$ cat config.mk
export PLATFORM = sky130hd
export DESIGN_NAME = sad_best_match
export DESIGN_NICKNAME = d
export VERILOG_FILES = /design/src/rtl/sad_pkg.sv /design/src/rtl/sad_min_reg.sv /design/src/rtl/sad_best_match.sv
export SDC_FILE = /design/constraint.sdc
export NUM_CORES = 1
export LEC_CHECK = 0
export ABC_AREA = 0
export CAP_MARGIN = 25
export CORE_ASPECT_RATIO = 0.8
export CORE_MARGIN = 1
export CORE_UTILIZATION = 54
export CTS_CLUSTER_DIAMETER = 120
export DETAILED_ROUTE_END_ITERATION = 6
export GPL_ROUTABILITY_DRIVEN = 1
export GPL_TIMING_DRIVEN = 0
export HOLD_SLACK_MARGIN = 0.15
export PLACE_DENSITY = 0.85
export SLEW_MARGIN = 20
export SYNTH_ARGS = -nofsm -noshare
export SYNTH_HDL_FRONTEND = slang
export SYNTH_SLANG_ARGS = --single-unit
$ cat constraint.sdc
create_clock -name clk -period 5.5 [get_ports clk]
set_input_delay 1.1 -clock clk [delete_from_list [all_inputs] [get_ports clk]]
set_output_delay 1.1 -clock clk [all_outputs]
set_load 0.02 [all_outputs]
$ cat src/rtl/sad_pkg.sv
// Shared constants and state type for the SAD best-match search controller.
package sad_pkg;

    localparam int SAD_W   = 10;
    localparam int SAD_MAX = 1020;

    typedef enum logic [1:0] {
        IDLE,
        RUN,
        DONE
    } sad_bm_state_t;

endpackage

$ cat src/rtl/sad_min_reg.sv
// Running-minimum register: remembers the smallest SAD seen so far and its candidate index.
module sad_min_reg #(
    parameter int ADDR_W = 2,
    parameter int SAD_W  = sad_pkg::SAD_W
) (
    input  logic              clk,
    input  logic              rst,
    input  logic              clear,
    input  logic              load,
    input  logic              first,
    input  logic [SAD_W-1:0]  value,
    input  logic [ADDR_W-1:0] index,
    output logic [SAD_W-1:0]  best_value,
    output logic [ADDR_W-1:0] best_index
);

    // Strict less-than keeps the earliest (lowest) index on ties.
    always_ff @(posedge clk) begin
        if (rst) begin
            best_value <= '0;
            best_index <= '0;
        end else if (clear) begin
            best_value <= '1;
            best_index <= '0;
        end else if (load && (first || (value < best_value))) begin
            best_value <= value;
            best_index <= index;
        end
    end

endmodule

$ cat src/rtl/sad_best_match.sv
// Block-matching search controller: sweeps candidate addresses into the SAD unit and
// reports the candidate with the smallest SAD through a start/done handshake.
module sad_best_match #(
    parameter int ADDR_W     = 2,
    parameter int NUM_CAND   = 4,
    parameter int SAD_W      = sad_pkg::SAD_W,
    parameter int SAD_LAT    = 1,
    parameter bit EARLY_EXIT = 1'b1
) (
    input  logic              clk,
    input  logic              rst,
    input  logic              start,
    output logic [ADDR_W-1:0] address,
    input  logic [SAD_W-1:0]  sad,
    output logic              busy,
    output logic              done,
    output logic [ADDR_W-1:0] best_addr,
    output logic [SAD_W-1:0]  best_sad
);

    import sad_pkg::*;

    localparam int                WCNT_W    = (SAD_LAT > 0) ? $clog2(SAD_LAT + 1) : 1;
    localparam logic [WCNT_W-1:0] LAT       = WCNT_W'(SAD_LAT);
    localparam logic [ADDR_W-1:0] LAST_ADDR = ADDR_W'(NUM_CAND - 1);

    sad_bm_state_t     state;
    logic [WCNT_W-1:0] wcnt;
    logic              start_search;
    logic              sample;
    logic              last_sample;

    assign start_search = (state == IDLE) && start;
    assign sample       = (state == RUN) && (wcnt == LAT);
    assign last_sample  = (address == LAST_ADDR) || (EARLY_EXIT && (sad == '0));

    // The wait counter lets the SAD unit settle SAD_LAT cycles on each address before sampling.
    always_ff @(posedge clk) begin
        if (rst) begin
            state   <= IDLE;
            address <= '0;
            wcnt    <= '0;
            busy    <= 1'b0;
            done    <= 1'b0;
        end else begin
            done <= 1'b0;
            case (state)
                IDLE: begin
                    if (start) begin
                        state   <= RUN;
                        address <= '0;
                        wcnt    <= '0;
                        busy    <= 1'b1;
                    end
                end
                RUN: begin
                    if (!sample) begin
                        wcnt <= wcnt + 1'b1;
                    end else if (last_sample) begin
                        state <= DONE;
                        busy  <= 1'b0;
                        done  <= 1'b1;
                    end else begin
                        address <= address + 1'b1;
                        wcnt    <= '0;
                    end
                end
                DONE: begin
                    state <= IDLE;
                end
                default: begin
                    state <= IDLE;
                end
            endcase
        end
    end

    sad_min_reg #(
        .ADDR_W (ADDR_W),
        .SAD_W  (SAD_W)
    ) u_min (
        .clk        (clk),
        .rst        (rst),
        .clear      (start_search),
        .load       (sample),
        .first      (address == '0),
        .value      (sad),
        .index      (address),
        .best_value (best_sad),
        .best_index (best_addr)
    );

endmodule

# --- Word-level counts from Yosys, hierarchy flattened ---
# Cells that the tools add are included.
word_totals:
  word_cells: 54
  input_bits: 13
  reg_bits: 19
  output_inout_bits: 16
op_classes:
  magnitude_cmp: 1
  addsub: 2
  n_eq_ne: 7
  n_reduce_logical: 16
  mux: 19
  bitwise: 2
op_table:
  columns: ["cell", "n"]
  rows:
  - ["$mux W10", 2]
  - ["$mux W2", 6]
  - ["$logic_not A10 Y1", 1]
  - ["$lt A10 B10 Y1", 1]
  - ["$pmux W2 S2", 2]
  - ["$reduce_and A4 Y1", 2]
  - ["$mux W1", 7]
  - ["$ne A2 B2 Y1 const B", 3]
  - ["$reduce_and A3 Y1", 2]
  - ["$logic_not A2 Y1", 2]
  - ["$pmux W1 S2", 2]
  - ["$reduce_bool A2 Y1", 2]
  - ["$logic_and A1 B1 Y1", 3]
  - ["$ne A3 B3 Y1 const B", 1]
  - ["$reduce_or A3 Y1", 1]
  - ["$add A2 B1 Y2 const B", 1]
  - ["$eq A2 B1 Y1 const B", 1]
  - ["$eq A2 B2 Y1 const B", 1]
  - ["$logic_or A1 B1 Y1", 2]
  - ["$ne A2 B1 Y1 const B", 1]
  - ["$not A1 Y1", 2]
  - ["$reduce_or A2 Y1", 1]
  - ["$add A1 B1 Y1 const B", 1]

# --- Depth between registers and ports, before layout ---
depth:
  ltp_word: 5
  depth_mapped: 8
  mapped_depth_nobuf: 7

# --- Hierarchy ---
# Synthesis repeated with hierarchy kept, for this count alone.
hier_totals:
  hier_cells: 143
  area_unflattened_um2: 1313.8
by_module_without_submodules:
  columns: ["mod", "cells_per_inst", "instances", "seq_area_each_um2", "area_each_um2"]
  rows:
  - ["sad_min_reg", 102, 1, 240.2, 928.4]
  - ["sad_best_match", 41, 1, 140.1, 385.4]

# --- Least setup slack after synthesis ---
# Ideal clock, no wire load.
synth_timing:
  kind: "in2reg"
  startpoint: "input port sad[7]"
  endpoint: "register u_min.best_value[0]"
  path_buffers: 1
  cell_stages: 7
  setup_slack_ps: 2982
  required_time_ps: 5361
  t_arrival_ps: 2379
  setup_time_ps: 139
  path_cell_list: "ha_1 -> a21o_1 -> nand3_1 -> o311ai_2 -> buf_6 -> a2111oi_2 -> a2111oi_2"
synth_between:
  elab_chain_cells: 4
synth_rtl:
  columns: ["element", "line", "rtl"]
  rows:
  - ["start, declared", "sad_best_match.sv:14", "input logic [SAD_W-1:0] sad,"]
  - ["$lt A10 B10 Y1", "sad_min_reg.sv:25", "end else if (load && (first || (value < best_value))) begin"]
  - ["$logic_or A1 B1 Y1", "sad_min_reg.sv:25", null]
  - ["$logic_and A1 B1 Y1", "sad_min_reg.sv:25", null]
  - ["$reduce_bool A2 Y1 (no line)", null, null]
  - ["end signal, assigned", "sad_min_reg.sv:26", "best_value <= value;"]
  - ["end, declared", "sad_min_reg.sv:13", "output logic [SAD_W-1:0] best_value,"]
# Every way passes these cells.
# A chain may end at the register's enable or synchronous reset.

# --- Worst setup path in the final report ---
layout_timing:
  startpoint: "input port sad[9]"
  endpoint: "register u_min.best_index[1]"
layout_between:
  elab_chain_cells: 3
layout_rtl:
  columns: ["element", "line", "rtl"]
  rows:
  - ["$lt A10 B10 Y1", "sad_min_reg.sv:25", null]
  - ["$logic_or A1 B1 Y1", "sad_min_reg.sv:25", null]
  - ["$logic_and A1 B1 Y1", "sad_min_reg.sv:25", null]
  - ["end signal, assigned", "sad_min_reg.sv:27", "best_index <= index;"]
  - ["end, declared", "sad_min_reg.sv:14", "output logic [ADDR_W-1:0] best_index"]
# Every way passes these cells.

==> out/qor.csv <==
metric,value,unit
outcome,finished with violations,
violations,design-rule violations,
hold_viol,0,
die_outline_area,0.002628,mm2
worst_setup_path_end_kind,flop,
cts_tree,done,
cts.clk_slew.worst_paths,0.12,ns
fillers,175,
detail_route.wl_per_cell,15.56,um
crit_required,5.75,ns
grt_use_total,25.31,%
timing_worst_setup_path_type,input pin to flop,
ctsRootBufferMaster,sky130_fd_sc_hd__clkbuf_4,
share_of_the_synthesized_area_in_the_top_cell_type,29.04,%
maxSlewHeadroom,63.25,%
synth_area_leaders,"sky130_fd_sc_hd__dfxtp_1 (29%), sky130_fd_sc_hd__a2111oi_2 (22%), sky130_fd_sc_hd__ha_1 (11%)",
route.vias.total,1213,
library_cell_contributing_the_largest_single_delay_on_the_critical_path,sky130_fd_sc_hd__clkdlybuf4s50_1,
crit_arrival,3.24,ns
globalRouteOverflowTotal,0,
delay_of_the_slowest_critical_path_stage,0.47,ns
finalWirelength,3.034,mm
area_leader_netlist,sky130_fd_sc_hd__dfxtp_1,
synth.ff_latch_count,19,
place_area,0.001612,mm2
synth.cell_area,0.001310,mm2
cts_htree_levels,1,
tightest_slew,0.5374,ns
final_setup_violation_count,0,
grt_pass1_wl,4.885,mm
drt_iter0_markers,57,
design_area,0.001639,mm2
synthCells,139,
placement.io_buffers,27,
worst_hold_path_type,flop to flop,
coreArea,0.002215,mm2
postCtsHoldBufs,0,
fp.dieH,46.06,um
layout_worst_path_cycle_share,54.50,%
p_per_area,209.7,mW/mm2
grt_pass1_vias,1132,
fin_max_slew_vios,0,
drtAntennaViolNets,0,
route.detailed.drc,6,
placement_rows,15,
dp.final_hpwl,2.324,mm
vdd_ir_drop_max,0.1424,mV
final-instance-count-excl-fill,195,
ys_seq_area_share,29.04,%
routed_via_density,6.221,
clockBufferDepth,2,
postCtsSetupBuffers,0,
leakage,0.0006469,uW
ys_types,32,
multi_input_combinational_cell_area,822.0,um2
dp.cells,191,
syn2layout_area_growth,25.12,%
drive_above_1_share,21.18,%
grt_setup_unrepaired,no,
skew,0.007113,ns
grt_antenna_before_repair,0,
synth_nets,163,
tritoncts.num_buffers,3,
maxCapViolations,0,
routability_congestion_estimate_from_global_placement,0.8077,
finalCoreUtilization,74.01,%
start_util,59.15,%
critical_path.cell_chain,clkdlybuf4s50_1 -> ha_1 -> nand4_2 -> o311ai_2 -> buf_2 -> a21o_1 -> mux2i_1,
min_period,2.998,ns
totalNegativeSetupSlack,0,ns
crit_path_max_fanout,10,
area_of_all_sequential_standard_cells,380.4,um2
cts_repair_resize_count,0,
numClockSinks,19,
finalNetCount,195,
drtPass1Iterations,6,
max_clock_freq,333.6,MHz
regToRegSetupSlack,3.38,ns
top_level_ports,29,
diodes_inserted,0,
crit_path_start_kind,input pin,
yosysWarnings,0,
clock_insertion_delay_worst_skew,0.31,ns
fp.dieW,57.07,um
post-layout-total-power,343.6,uW
grt_max_degree,12,
synthesis.area_per_instance,9.425,um2
[cells in the final DEF, fill, tap and decap left out, types with 2 or more instances in the layout]
cell                              netlist  layout
sky130_fd_sc_hd__buf_2                  5       5
sky130_fd_sc_hd__inv_1                 13      13
sky130_fd_sc_hd__clkdlybuf4s50_1        0      27
sky130_fd_sc_hd__a21o_1                 2       2
sky130_fd_sc_hd__mux2i_1                2       2
sky130_fd_sc_hd__nand3_1                3       3
sky130_fd_sc_hd__nor2_1                19      19
sky130_fd_sc_hd__ha_1                  11      11
sky130_fd_sc_hd__dfxtp_1               19      19
sky130_fd_sc_hd__clkbuf_1               2       2
sky130_fd_sc_hd__and3_1                10      10
sky130_fd_sc_hd__a21oi_1                6       6
sky130_fd_sc_hd__buf_4                  2       2
sky130_fd_sc_hd__nand2_1                6       6
sky130_fd_sc_hd__nand2b_1               3       3
sky130_fd_sc_hd__a2111oi_2             19      19
sky130_fd_sc_hd__clkbuf_4               0       3
[area by class of cell]
type                       instances  area share (%)
buffer                            10           3.588
clock buffer                       3           1.374
clock inverter                     1          0.3053
inverter                          13           2.977
multi-input combinational         97           50.15
sequential                        19           23.21
tap                               25           1.908
timing repair buffer              27           16.49
[report_power, final]
part / switching (uW) / internal (uW)
Combinational: 64.4 / 50.5
Sequential: 6.82 / 147
Clock: 48.0 / 27.2
[metrics by stage]
step,hold slack [ns],setup WS [ns]
6_report,0.4674,2.502
5_1_grt,0.4969,2.371
4_1_cts,0.4738,2.522
3_5_place_dp,0.4577,2.202
3_3_place_gp,0.4452,2.305
2_1_floorplan,0.4708,2.982
[sequential cells by signal, summed over array words and instances (netlist names)]
name and flops:
u_min.best_value 10, busy 1, done 1, u_min.best_index 2, state 2, address 2, wcnt 1
[cells by family (layout without fill, tap and decap cells)]
group | Yosys count | after routing | synth area share, %
buffers and inverters | 23 | 54 | 8.214
AND/OR/NAND/NOR | 45 | 45 | 17.38
adder cells (fa/ha/maj) | 11 | 11 | 10.51
flip-flops | 19 | 19 | 29.03
multiplexers | 2 | 2 | 1.528
AO/OA/AOI/OAI | 39 | 39 | 33.33
[synth_stat cells (all sizes together)]
| library cell | n |
|---|---|
| ha | 11 |
| nor2 | 19 |
| nor3b | 1 |
| a311oi | 1 |
| a2111oi | 20 |
| nor4 | 1 |
| o21bai | 1 |
| nand3 | 3 |
| inv | 13 |
| a21o | 2 |
| buf | 8 |
| dfxtp | 19 |
| and3 | 10 |
| a41oi | 1 |
| nand2 | 6 |
| clkbuf | 2 |
| nand2b | 3 |
| mux2i | 2 |
| a41o | 1 |
| o31ai | 2 |
| o311ai | 1 |
| o21ai | 2 |
| a21oi | 7 |
| o21a | 1 |
| nand4 | 2 |
[critical path: cells and delay by family]
kind	cells	cell delay, ns
buf+inv	2	0.76
compound gates	2	0.62
fa+ha+maj	1	0.37
mux	1	0.21
simple gates	1	0.18
[routing by layer]
| metal | part of all wire (%) | up-vias | routed length (um) | GRT usage, % |
|---|---|---|---|---|
| met2 | 47 | 31 | 1429 | 45.88 |
| met4 | 1.9 | 0 | 59 | 10.24 |
| met5 | 0 | - | 0 | 0 |
| met1 | 45 | 591 | 1376 | 29.40 |
| li1 | - | 582 | - | - |
| met3 | 5.6 | 9 | 169 | 6.180 |
[path summary, 6_finish.rpt]
check | cells past startpoint | startpoint | end
min reg2reg | 2 | u_min.best_index[0] | u_min.best_index[0]
max reg2reg | 7 | u_min.best_value[9] | u_min.best_index[1]
min | 2 | u_min.best_index[0] | u_min.best_index[0]
max | 7 | sad[9] | u_min.best_index[1]
Note: power is estimated with default switching activity, not from simulation.
